### src/rtl/alarm_trigger_pkg.sv
// alarm_trigger_pkg: shared state encodings, time limits and helpers for the
// alarm block. HOUR_MAX/MIN_MAX are also used by the clock counter and the
// display comparator.
package alarm_trigger_pkg;

  typedef enum logic [1:0] {
    ST_IDLE    = 2'd0,
    ST_RINGING = 2'd1,
    ST_SNOOZE  = 2'd2
  } state_t;

  localparam int HOUR_MAX = 23;
  localparam int MIN_MAX  = 59;

  function automatic int max2(input int a, input int b);
    return (a > b) ? a : b;
  endfunction

  // True when h:m is a legal time of day.
  function automatic logic time_ok(input logic [4:0] h, input logic [5:0] m);
    return (int'(h) <= HOUR_MAX) && (int'(m) <= MIN_MAX);
  endfunction

endpackage

### src/rtl/alarm_trigger_if.sv
// alarm_trigger_if: time inputs, alarm controls and sounder/display outputs of
// the alarm block.
//   master : drives cur_*, set_*, set_load, alarm_en, stop, snooze; reads outputs
//   slave  : the alarm_trigger side
interface alarm_trigger_if;
  logic [4:0] cur_hour;
  logic [5:0] cur_min;
  logic [4:0] set_hour;
  logic [5:0] set_min;
  logic       set_load;
  logic       alarm_en;
  logic       stop;
  logic       snooze;
  logic       enc;
  logic       snooze_active;
  logic [4:0] alm_hour;
  logic [5:0] alm_min;

  modport master (
    output cur_hour, cur_min, set_hour, set_min, set_load, alarm_en, stop, snooze,
    input  enc, snooze_active, alm_hour, alm_min
  );

  modport slave (
    input  cur_hour, cur_min, set_hour, set_min, set_load, alarm_en, stop, snooze,
    output enc, snooze_active, alm_hour, alm_min
  );
endinterface

### src/rtl/alarm_trigger_tick_gen.sv
// tick_gen: free-running prescaler producing a 1-cycle tick every CLK_HZ
// clocks (1 Hz at the nominal clock). Shared with the timekeeping block.
//   clk   : system clock
//   rst_n : synchronous active-low reset (counter restarts at 0)
//   tick  : high for one cycle when the counter sits at CLK_HZ-1
module tick_gen #(
  parameter int CLK_HZ = 50_000_000
) (
  input  logic clk,
  input  logic rst_n,
  output logic tick
);
  localparam int W = (CLK_HZ > 1) ? $clog2(CLK_HZ) : 1;
  localparam logic [W-1:0] LAST = W'(CLK_HZ - 1);

  logic [W-1:0] cnt;

  always_ff @(posedge clk) begin
    if (!rst_n)           cnt <= '0;
    else if (cnt == LAST) cnt <= '0;
    else                  cnt <= cnt + 1'b1;
  end

  assign tick = (cnt == LAST);
endmodule

### src/rtl/alarm_trigger.sv
// alarm_trigger: stores the alarm time, compares it with the running clock and
// runs a ring session (enc high) on the first cycle of a matching minute.
// A session ends on stop, alarm disable or RING_SECS ticks.
//   clk, rst_n : clock, synchronous active-low reset
//   bus        : alarm_trigger_if.slave (time in, controls, enc/snooze_active,
//                stored alarm time for display)
// Build option: define ALARM_SNOOZE_EN to build the snooze path (SNOOZE state,
// snooze counter). Without it the snooze input is ignored and
// snooze_active is tied low.
module alarm_trigger
  import alarm_trigger_pkg::*;
#(
  parameter int CLK_HZ      = 50_000_000,
  parameter int RING_SECS   = 60,
  parameter int SNOOZE_SECS = 300,
  parameter int MAX_SNOOZE  = 3
) (
  input  logic            clk,
  input  logic            rst_n,
  alarm_trigger_if.slave  bus
);
  localparam int SW = max2($clog2(max2(RING_SECS, SNOOZE_SECS)), 1);

  state_t        state, state_nx;
  logic [4:0]    alm_hour_q;
  logic [5:0]    alm_min_q;
  logic          match, match_q, trigger, load_ok;
  logic          tick, ring_done;
  logic [SW-1:0] sec_cnt;

  tick_gen #(.CLK_HZ(CLK_HZ)) u_tick (.clk(clk), .rst_n(rst_n), .tick(tick));

  assign load_ok = bus.set_load && time_ok(bus.set_hour, bus.set_min);
  assign match   = (bus.cur_hour == alm_hour_q) && (bus.cur_min == alm_min_q);
  assign trigger = match && !match_q;

  // On a load, match_q takes the comparison against the new alarm time so a
  // load inside an already-matching minute does not produce a rising edge.
  always_ff @(posedge clk) begin
    if (!rst_n) begin
      alm_hour_q <= '0;
      alm_min_q  <= '0;
      match_q    <= 1'b1;
    end else if (load_ok) begin
      alm_hour_q <= bus.set_hour;
      alm_min_q  <= bus.set_min;
      match_q    <= (bus.cur_hour == bus.set_hour) && (bus.cur_min == bus.set_min);
    end else begin
      match_q    <= match;
    end
  end

  // Seconds in the current state; restarts on every state change.
  always_ff @(posedge clk) begin
    if (!rst_n)                 sec_cnt <= '0;
    else if (state_nx != state) sec_cnt <= '0;
    else if (state == ST_IDLE)  sec_cnt <= '0;
    else if (tick)              sec_cnt <= sec_cnt + 1'b1;
  end

  assign ring_done = tick && (sec_cnt == SW'(RING_SECS - 1));

`ifdef ALARM_SNOOZE_EN
  localparam int NW = max2($clog2(MAX_SNOOZE + 1), 1);
  logic [NW-1:0] snz_cnt;
  logic          snz_done, snz_ok;

  assign snz_done = tick && (sec_cnt == SW'(SNOOZE_SECS - 1));
  assign snz_ok   = bus.snooze && (snz_cnt < NW'(MAX_SNOOZE));

  always_ff @(posedge clk) begin
    if (!rst_n)
      snz_cnt <= '0;
    else if (state == ST_IDLE && state_nx == ST_RINGING)
      snz_cnt <= '0;
    else if (state == ST_RINGING && state_nx == ST_SNOOZE)
      snz_cnt <= snz_cnt + 1'b1;
  end
`else
  wire        unused_snooze = bus.snooze;
  wire [31:0] unused_cfg    = 32'(MAX_SNOOZE);
`endif

  // State register
  always_ff @(posedge clk) begin
    if (!rst_n) state <= ST_IDLE;
    else        state <= state_nx;
  end

  // Next state
  always_comb begin
    state_nx = state;
    case (state)
      ST_IDLE:
        if (trigger && bus.alarm_en) state_nx = ST_RINGING;
      ST_RINGING:
        if (bus.stop || !bus.alarm_en || ring_done) state_nx = ST_IDLE;
`ifdef ALARM_SNOOZE_EN
        else if (snz_ok)                            state_nx = ST_SNOOZE;
`endif
      ST_SNOOZE:
`ifdef ALARM_SNOOZE_EN
        if (bus.stop || !bus.alarm_en) state_nx = ST_IDLE;
        else if (snz_done)             state_nx = ST_RINGING;
`else
        state_nx = ST_IDLE;
`endif
      default: state_nx = ST_IDLE;
    endcase
  end

  // Outputs decoded straight from the state register
  always_comb begin
    bus.enc           = (state == ST_RINGING);
`ifdef ALARM_SNOOZE_EN
    bus.snooze_active = (state == ST_SNOOZE);
`else
    bus.snooze_active = 1'b0;
`endif
  end

  assign bus.alm_hour = alm_hour_q;
  assign bus.alm_min  = alm_min_q;
endmodule

### src/flat_wrapper.sv
// flat-port wrapper written by rule: the top's interface ports become plain ports
module alarm_trigger_flat import alarm_trigger_pkg::*;
#(
  parameter int CLK_HZ      = 50_000_000,
  parameter int RING_SECS   = 60,
  parameter int SNOOZE_SECS = 300,
  parameter int MAX_SNOOZE  = 3
)
  (clk, rst_n, bus_cur_hour, bus_cur_min, bus_set_hour, bus_set_min, bus_set_load, bus_alarm_en, bus_stop, bus_snooze, bus_enc, bus_snooze_active, bus_alm_hour, bus_alm_min);
  alarm_trigger_if bus_i ();
  input  logic clk;
  input  logic rst_n;
  input wire logic [$bits(bus_i.cur_hour)-1:0] bus_cur_hour;
  input wire logic [$bits(bus_i.cur_min)-1:0] bus_cur_min;
  input wire logic [$bits(bus_i.set_hour)-1:0] bus_set_hour;
  input wire logic [$bits(bus_i.set_min)-1:0] bus_set_min;
  input wire logic [$bits(bus_i.set_load)-1:0] bus_set_load;
  input wire logic [$bits(bus_i.alarm_en)-1:0] bus_alarm_en;
  input wire logic [$bits(bus_i.stop)-1:0] bus_stop;
  input wire logic [$bits(bus_i.snooze)-1:0] bus_snooze;
  output wire logic [$bits(bus_i.enc)-1:0] bus_enc;
  output wire logic [$bits(bus_i.snooze_active)-1:0] bus_snooze_active;
  output wire logic [$bits(bus_i.alm_hour)-1:0] bus_alm_hour;
  output wire logic [$bits(bus_i.alm_min)-1:0] bus_alm_min;
  assign bus_i.cur_hour = bus_cur_hour;
  assign bus_i.cur_min = bus_cur_min;
  assign bus_i.set_hour = bus_set_hour;
  assign bus_i.set_min = bus_set_min;
  assign bus_i.set_load = bus_set_load;
  assign bus_i.alarm_en = bus_alarm_en;
  assign bus_i.stop = bus_stop;
  assign bus_i.snooze = bus_snooze;
  assign bus_enc = bus_i.enc;
  assign bus_snooze_active = bus_i.snooze_active;
  assign bus_alm_hour = bus_i.alm_hour;
  assign bus_alm_min = bus_i.alm_min;
  alarm_trigger #(.CLK_HZ(CLK_HZ), .RING_SECS(RING_SECS), .SNOOZE_SECS(SNOOZE_SECS), .MAX_SNOOZE(MAX_SNOOZE)) u_core (.clk(clk), .rst_n(rst_n), .bus(bus_i));
endmodule
### config.mk
export PLATFORM = sky130hd
export DESIGN_NAME = alarm_trigger_flat
export DESIGN_NICKNAME = d
export VERILOG_FILES = /design/src/rtl/alarm_trigger_pkg.sv /design/src/rtl/alarm_trigger_if.sv /design/src/rtl/alarm_trigger_tick_gen.sv /design/src/rtl/alarm_trigger.sv /design/src/flat_wrapper.sv
export SDC_FILE = /design/constraint.sdc
export NUM_CORES = 1
export LEC_CHECK = 0
export CORE_MARGIN = 2
export CORE_UTILIZATION = 55
export CTS_BUF_LIST = sky130_fd_sc_hd__clkbuf_16
export CTS_CLUSTER_DIAMETER = 60
export CTS_CLUSTER_SIZE = 8
export DETAILED_ROUTE_END_ITERATION = 8
export PLACE_DENSITY = 0.82
export SYNTH_ARGS = -nofsm -noshare
export SYNTH_HDL_FRONTEND = slang
export SYNTH_HIERARCHICAL = 1
export SYNTH_SLANG_ARGS = --single-unit
### constraint.sdc
create_clock -name clk -period 4.7 [get_ports clk]
set_clock_uncertainty 0.1 [all_clocks]
set_input_delay 1.175 -clock clk [delete_from_list [all_inputs] [get_ports clk]]
set_output_delay 1.175 -clock clk [all_outputs]
set_load 0.02 [all_outputs]
Word-level counts from Yosys, hierarchy flattened
Index checks and enable logic that the tools add are counted.
Cells by class
  $add $sub $neg: 2
  multiply operators: 0
  div/mod/pow operators: 0
  magnitude comparators: 2
  equality and inequality tests: 8
  shifts and indexed selects: 0
  multiplexer cells: 4
  bitwise operators: 1
  reductions and logical operators: 14
Operators with widths (number)
  $add A26 B1 Y26 const B: 1
  $eq A26 B26 Y1 const B: 1
  $eq A6 B6 Y1: 2
  $eq A5 B5 Y1: 2
  $add A9 B1 Y9 const B: 1
  $eq A9 B6 Y1 const B: 1
  $logic_and A1 B1 Y1: 7
  $le A6 B6 Y1 const B: 1
  $le A5 B5 Y1 const B: 1
  $mux W2: 2
  $pmux W2 S2: 1
  $reduce_or A3 Y1: 1
  $eq A2 B1 Y1 const B: 1
  $logic_not A1 Y1: 2
  $logic_not A2 Y1: 1
  $logic_or A1 B1 Y1: 2
  $ne A2 B2 Y1: 1
  $reduce_or A2 Y1: 1
  $mux W1: 1
  $not A1 Y1: 1
Word-level totals
  register bits: 49
  latch bits: 0
  RAM bits: 0
  bits in read-only memories: 0
  logic and storage cells: 37
  memories: 0

Longest topological paths before layout
Gate-level depths: netlist of run 1.
  word-level depth: 8
  mapped depth: 8
  mapped depth without buffers: 8

By module
Netlist of run 1, hierarchy kept.
Modules (own cells, without submodules)
  tick_gen: instances 1, cells each 142, area an instance 1234.9 µm², sequential area each 520.5 µm²
  alarm_trigger: instances 1, cells each 120, area an instance 1189.9 µm², sequential area each 460.4 µm²

Worst setup path after synthesis of run 1
OpenSTA, ideal clock, no wires.
  path type: input -> register
  start: in bus_set_hour[2]
  end: reg u_core.match_q
  library setup time: 0.062 ns
  data arrival time: 1.961 ns
  required time: 4.538 ns
  slack: 2.577 ns
  cell stages on the path: 4
  path through: xnor2_1 > nand4_1 > or4_1 > nand3_1
Between the ends
  cells in the longest elaborated chain, start to end: 4
  elaborated cells between the ends (all ways): 6
RTL lines
  start: declaration: RTL line flat_wrapper.sv:15  | input wire logic [$bits(bus_i.set_hour)-1:0] bus_set_hour;
  $le A5 B5 Y1: RTL line alarm_trigger_pkg.sv:21  | return (int'(h) <= HOUR_MAX) && (int'(m) <= MIN_MAX);
  $logic_and A1 B1 Y1: RTL line alarm_trigger_pkg.sv:21
  $logic_and A1 B1 Y1: RTL line alarm_trigger.sv:33  | assign load_ok = bus.set_load && time_ok(bus.set_hour, bus.set_min);
  $mux W1 *: RTL line alarm_trigger.sv:44  | end else if (load_ok) begin
  end signal: assignment: RTL line alarm_trigger.sv:47  | match_q <= (bus.cur_hour == bus.set_hour) && (bus.cur_min == bus.set_min);
  end signal: assignment: RTL line alarm_trigger.sv:49  | match_q <= match;
  end: declaration: RTL line alarm_trigger.sv:27  | logic match, match_q, trigger, load_ok;
Mark *: on every way between the ends. The rest lies on a longest branch, timed or not.
A chain may end at the register's enable or synchronous reset.

Worst setup path in the final report of run 1
  start: in bus_set_min[4]
  end: reg u_core.match_q
Between the ends
  cells in the longest elaborated chain, start to end: 4
  elaborated cells between the ends (all ways): 6
RTL lines
  start: declaration: RTL line flat_wrapper.sv:16  | input wire logic [$bits(bus_i.set_min)-1:0] bus_set_min;
  $le A6 B6 Y1: RTL line alarm_trigger_pkg.sv:21
  $logic_and A1 B1 Y1: RTL line alarm_trigger_pkg.sv:21
  $logic_and A1 B1 Y1: RTL line alarm_trigger.sv:33
  $mux W1 *: RTL line alarm_trigger.sv:44
Marked as above.

==> out/metrics.yaml, run 1 <==
status:
  status: "complete, no violations"
cells_and_area:
  final_util_pct: 69.8
  seqCellArea_um2: 981
  fin_nets: 331
  layout_common_cells: "dfxtp_1 (49), clkdlybuf4s50_1 (38), nor2_1 (27), xnor2_1 (23), xor2_1 (20)"
  multi_input_area_um2: 1380
  stdcell_count: 354
  fillCellCount: 328
  area_growth_pct: 23.5
  layout_commonest_cell: "dfxtp_1"
  insertedDiodeCount: 0
  drive_gt1_share_pct: 7.62
logic_synthesis:
  postSynthAreaPerCell_um2: 9.26
  synth_edf_count: 0
  synth_ff_type: "dfxtp_1"
  synth.top_cell.area_share_pct: 40.5
  synth_area_um2: 2420
  synth_seq_cells: 49
  yosysWarnings: 6
  synth_cell_types: 38
  synth_seq_area_share_pct: 40.5
  syn-instance-count: 262
  async_flop_share_pct: 0
  yosysTopAreaCell: "dfxtp_1"
  synth_area_leaders: "dfxtp_1 (40%), xnor2_1 (8.3%), xor2_1 (7.2%)"
pwr:
  power_density_nw_per_um2: 311
  p_leak_uw: 0.00103
  design_power_total_uw: 932
  vdd_ir_drop_max_mv: 0.179
global_route:
  grt_pass1_vias: 1873
  antenna_found_initial: 0
  grt_remaining_overflow: 0
  grtUsageTotal_pct: 21.3
  grt_max_degree: 25
  grt_pass1_wl_um: 8450
clock_tree:
  root_buffer: "clkbuf_16"
  cts-resized-gates: 0
  h-tree-depth: 2
  cts_setup_buffers: 0
  cts_tree: "built"
  cts.path.max_buffers: 2
  clkLatencyLatePin_ns: 0.29
  clkTransAtPathRegs_ns: 0.06
  hold_buffers: 0
  cts_made_buffers: 5
  clkSinkCount: 49
hold_path:
  hold_path_depth: 1
  hold_start: "u_core/match_q"
  hold_path_end: "u_core/state[0]"
  min_path_type: "reg2reg"
floorplanning:
  start_util_pct: 56.5
  pin_count: 41
  die_w_um: 70.4
  die_area_um2: 4960
  core_area_um2: 4290
  core.rowCount: 24
  die_y_um: 70.4
sta:
  hold_viol: 0
  min_period_ns: 3.01
  fmax_ghz: 0.332
  fin_crit_sh_pct: 64.1
  final_max_slew_viol_count: 0
  rsz0062_at_grt: "no"
  whs_ns: 0.356
  finalSetupTns_ns: 0
  relSlewSlack_pct: 54.6
  setup_viol: 0
  worstMarginPinSlew_ns: 0.678
critical_path:
  crit_path_start_kind: "input port"
  critPathCaptureType: "register"
  critPathMaxFanout: 11
  reg2regPathDepth: 7
  slowest_stage: "or4_1"
  r2r_end: "u_core/state[0]"
  r2r_slack_ns: 2.40
  crit_top_cell: "nand3_1"
  path_class: "in2reg"
  r2r_start: "u_core/u_tick/cnt[0]"
  worstPathRequired_ns: 4.81
  crit_chain: "clkdlybuf4s50_1 > nand4_1 > nand3_1 > or4_1 > nand3_1"
  worst_ep_arrival_time_ns: 3.12
  max_stage_delay_ns: 0.73
place:
  dp_cells: 346
  finalWeightedCongestion: 0.818
  numPortBuffers: 38
  hpwl_um: 3690
route:
  vias_per_cell: 5.59
  detail-route-antenna-nets: 0
  wl_per_cell_um: 14.6
  firstDrtPassIters: 4
  dr_total_vias: 1979
  drt-total-wl_um: 5160
  remaining_drc_errors: 0
  drtIter0Drc: 126
flow_run:
  cap_violations: 0
critical path, delay by kind of cell:
| kind | cells | cell delay [ns] |
|---|---|---|
| AND/OR/NAND/NOR | 4 | 1.49 |
| buffers and inverters | 1 | 0.46 |
flip-flops by register name, indices dropped and copies added, names as in the netlist:
signal,count
u_core/bus.alm_min,6
u_core/sec_cnt,9
u_core/u_tick/cnt,26
u_core/match_q,1
u_core/state,2
u_core/bus.alm_hour,5
where the power goes:
| group | switching [uW] | leakage [uW] | internal, uW |
|---|---|---|---|
| Clock | 154 | 0.0000775 | 249 |
| Sequential | 9.20 | 0.000398 | 424 |
| Combinational | 43.9 | 0.000558 | 51.4 |
| Total | 207 | 0.00103 | 725 |
worst max-delay path by stage:
stage	startpoint	to	slack [ns]	cells past startpoint
final	bus_set_min[4]	u_core/match_q	1.69	5
after CTS	bus_set_min[5]	u_core/match_q	1.72	5
after detailed placement	bus_set_min[5]	u_core/match_q	1.46	5
after global routing	bus_set_min[5]	u_core/match_q	1.64	5
after global placement	bus_set_min[4]	u_core/match_q	1.51	5
after floorplan	bus_set_hour[2]	u_core/match_q	2.58	4
per-layer routing:
metal  vias to the layer above  part of all wire, %  global-route usage [%]
met5                         -                    0                       0
met4                         0                 0.97                    5.98
met3                         5                  3.9                    5.34
met2                        35                   49                    35.4
met1                       930                   46                    27.2
li1                       1009                    -                       -
synthesized netlist by cell type (all sizes together) (5+ instances only):
cell    n
o21ai   7
nor2b  11
nor4    7
dfxtp  49
or3     8
a21oi  11
xor2   20
o31ai   6
nand3  16
xnor2  23
nand2  14
nand4  11
or4     8
and3    5
mux2i  10
nor2   27
stage by stage:
step	cell area [um^2]	setup slack (ns)
after floorplan	2430	2.58
after global placement	2830	1.51
after detailed placement	2830	1.46
after CTS	3000	1.72
after global routing	3000	1.64
final	3000	1.69
area by class of cell:
cell class | instances | area share (%)
multi-input cells | 202 | 46.1
repair buffers | 39 | 12.9
clock inverters | 3 | 1.38
clock buffers | 5 | 4.18
flip-flops and latches | 49 | 32.7
well taps | 52 | 2.17
inverters | 4 | 0.501
kinds of logic (layout without fill, tap and decap cells):
group / count (synthesis) / count (layout) / synth area share (%)
simple gates: 118 / 118 / 28.1
compound gates: 27 / 27 / 7.79
xor+xnor: 43 / 43 / 15.5
mux: 10 / 10 / 4.13
other cells: 1 / 2 / 0.155
flops: 49 / 49 / 40.5
fa+ha+maj: 2 / 2 / 1.03
buf+inv: 12 / 51 / 2.79
(Power assumes the default switching activity.)
==> inputs of run 2 (changes only) <==
--- a/config.mk
+++ b/config.mk
@@ -6,12 +6,12 @@
 export NUM_CORES = 1
 export LEC_CHECK = 0
 export CORE_MARGIN = 2
-export CORE_UTILIZATION = 55
+export CORE_UTILIZATION = 53
 export CTS_BUF_LIST = sky130_fd_sc_hd__clkbuf_16
 export CTS_CLUSTER_DIAMETER = 60
 export CTS_CLUSTER_SIZE = 8
 export DETAILED_ROUTE_END_ITERATION = 8
-export PLACE_DENSITY = 0.82
+export PLACE_DENSITY = 0.8
 export SYNTH_ARGS = -nofsm -noshare
 export SYNTH_HDL_FRONTEND = slang
 export SYNTH_HIERARCHICAL = 1
==> constraint.sdc (replaced) <==
create_clock -name clk -period 2.9 [get_ports clk]
set_clock_uncertainty 0.1 [all_clocks]
set_input_delay 0.725 -clock clk [delete_from_list [all_inputs] [get_ports clk]]
set_output_delay 0.725 -clock clk [all_outputs]
set_load 0.02 [all_outputs]
==> out/metrics.yaml, run 2 (same netlist as run 1, synthesis figures left out) <==
place:
  hpwl_um: 3570
  dp_cells: 348
  finalWeightedCongestion: 0.791
  numPortBuffers: 38
global_route:
  grtUsageTotal_pct: 19.9
  grt_remaining_overflow: 0
  antenna_found_initial: 0
  grt_max_degree: 25
  grt_pass1_wl_um: 8200
  grt_pass1_vias: 1892
sta:
  final_max_slew_viol_count: 0
  finalSetupTns_ns: 0
  hold_viol: 0
  fin_crit_sh_pct: 80.1
  rsz0062_at_grt: "no"
  fmax_ghz: 0.430
  whs_ns: 0.332
  setup_viol: 0
  min_period_ns: 2.32
status:
  status: "complete, no violations"
floorplanning:
  die_area_um2: 5130
  start_util_pct: 55.3
  die_w_um: 71.6
  die_y_um: 71.6
  core_area_um2: 4380
  core.rowCount: 24
  pin_count: 41
critical_path:
  critPathCaptureType: "output pin"
  critPathMaxFanout: 2
  crit_path_start_kind: "register"
  path_class: "reg2out"
  worst_ep_arrival_time_ns: 1.50
  worstPathRequired_ns: 2.08
cells_and_area:
  fin_nets: 333
  stdcell_count: 356
  multi_input_area_um2: 1380
  seqCellArea_um2: 981
  largest_reg_flops: 26
  fillCellCount: 345
  insertedDiodeCount: 0
  drive_gt1_share_pct: 8.55
  largest-register: "u_core/u_tick/cnt"
  layout_commonest_cell: "dfxtp_1"
  layout_common_cells: "dfxtp_1 (49), clkdlybuf4s50_1 (38), nor2_1 (27), xnor2_1 (23), xor2_1 (20)"
  area_growth_pct: 25.1
hold_path:
  min_path_type: "reg2reg"
route:
  drtIter0Drc: 124
  firstDrtPassIters: 4
  wl_per_cell_um: 13.8
  detail-route-antenna-nets: 0
  remaining_drc_errors: 0
  vias_per_cell: 5.59
  drt-total-wl_um: 4920
  dr_total_vias: 1990
clock_tree:
  cts_tree: "built"
  cts_setup_buffers: 0
  cts.path.max_buffers: 2
  clkLatencyLatePin_ns: 0.29
  clkSinkCount: 49
  hold_buffers: 0
  cts-resized-gates: 0
  h-tree-depth: 2
  root_buffer: "clkbuf_16"
  cts_made_buffers: 5
  clkTransAtPathRegs_ns: 0.06
pwr:
  vdd_ir_drop_max_mv: 0.342
  p_leak_uw: 0.00106
  power_density_nw_per_um2: 528
flow_run:
  cap_violations: 0
## run 2: per-layer routing
metal  GRT usage, %  part of all wire (%)
met1           24.4                    45
met3           5.20                   5.8
met5              0                     0
met2           34.2                    48
met4           6.08                  0.85
## run 2: worst paths after layout
path | start | endpoint | slack [ns] | cells after the start
min reg2reg | u_core/match_q | u_core/state[0] | 0.33 | 1
min | u_core/match_q | u_core/state[0] | 0.33 | 1
max | u_core/state[0] | bus_enc | 0.58 | 2
max reg2reg | u_core/u_tick/cnt[0] | u_core/u_tick/cnt[22] | 0.66 | 5
## run 2: final cells by class
class                           instances  share of cell area, %
Clock buffer                            5                   4.12
Sequential cell                        49                   32.3
Tap cell                               52                   2.14
Inverter                                4                  0.495
Clock inverter                          3                   2.14
Multi-Input combinational cell        202                   45.5
Timing Repair Buffer                   41                   13.3
## run 2: power breakdown
part | internal, uW | switching [uW]
sequential | 687 | 14.6
clock | 493 | 251
combinational | 84.8 | 70.9
## run 2: stage by stage
step	cell area (um^2)	util, %	power (uW)	setup WS (ns)
final	3030	69.2	1600	0.576
after global routing	3030	69.2	1650	0.483
after CTS	3030	69.2	1610	0.555
after detailed placement	2840	64.9	872	0.423
after global placement	2840	64.9	869	0.444
after floorplan	2430	-	795	0.819
## run 2: worst max-delay path, cell delays in order (launching register included)
cell and delay (ns):
dfxtp_1 0.32, nor2b_1 0.24, clkdlybuf4s50_1 0.66
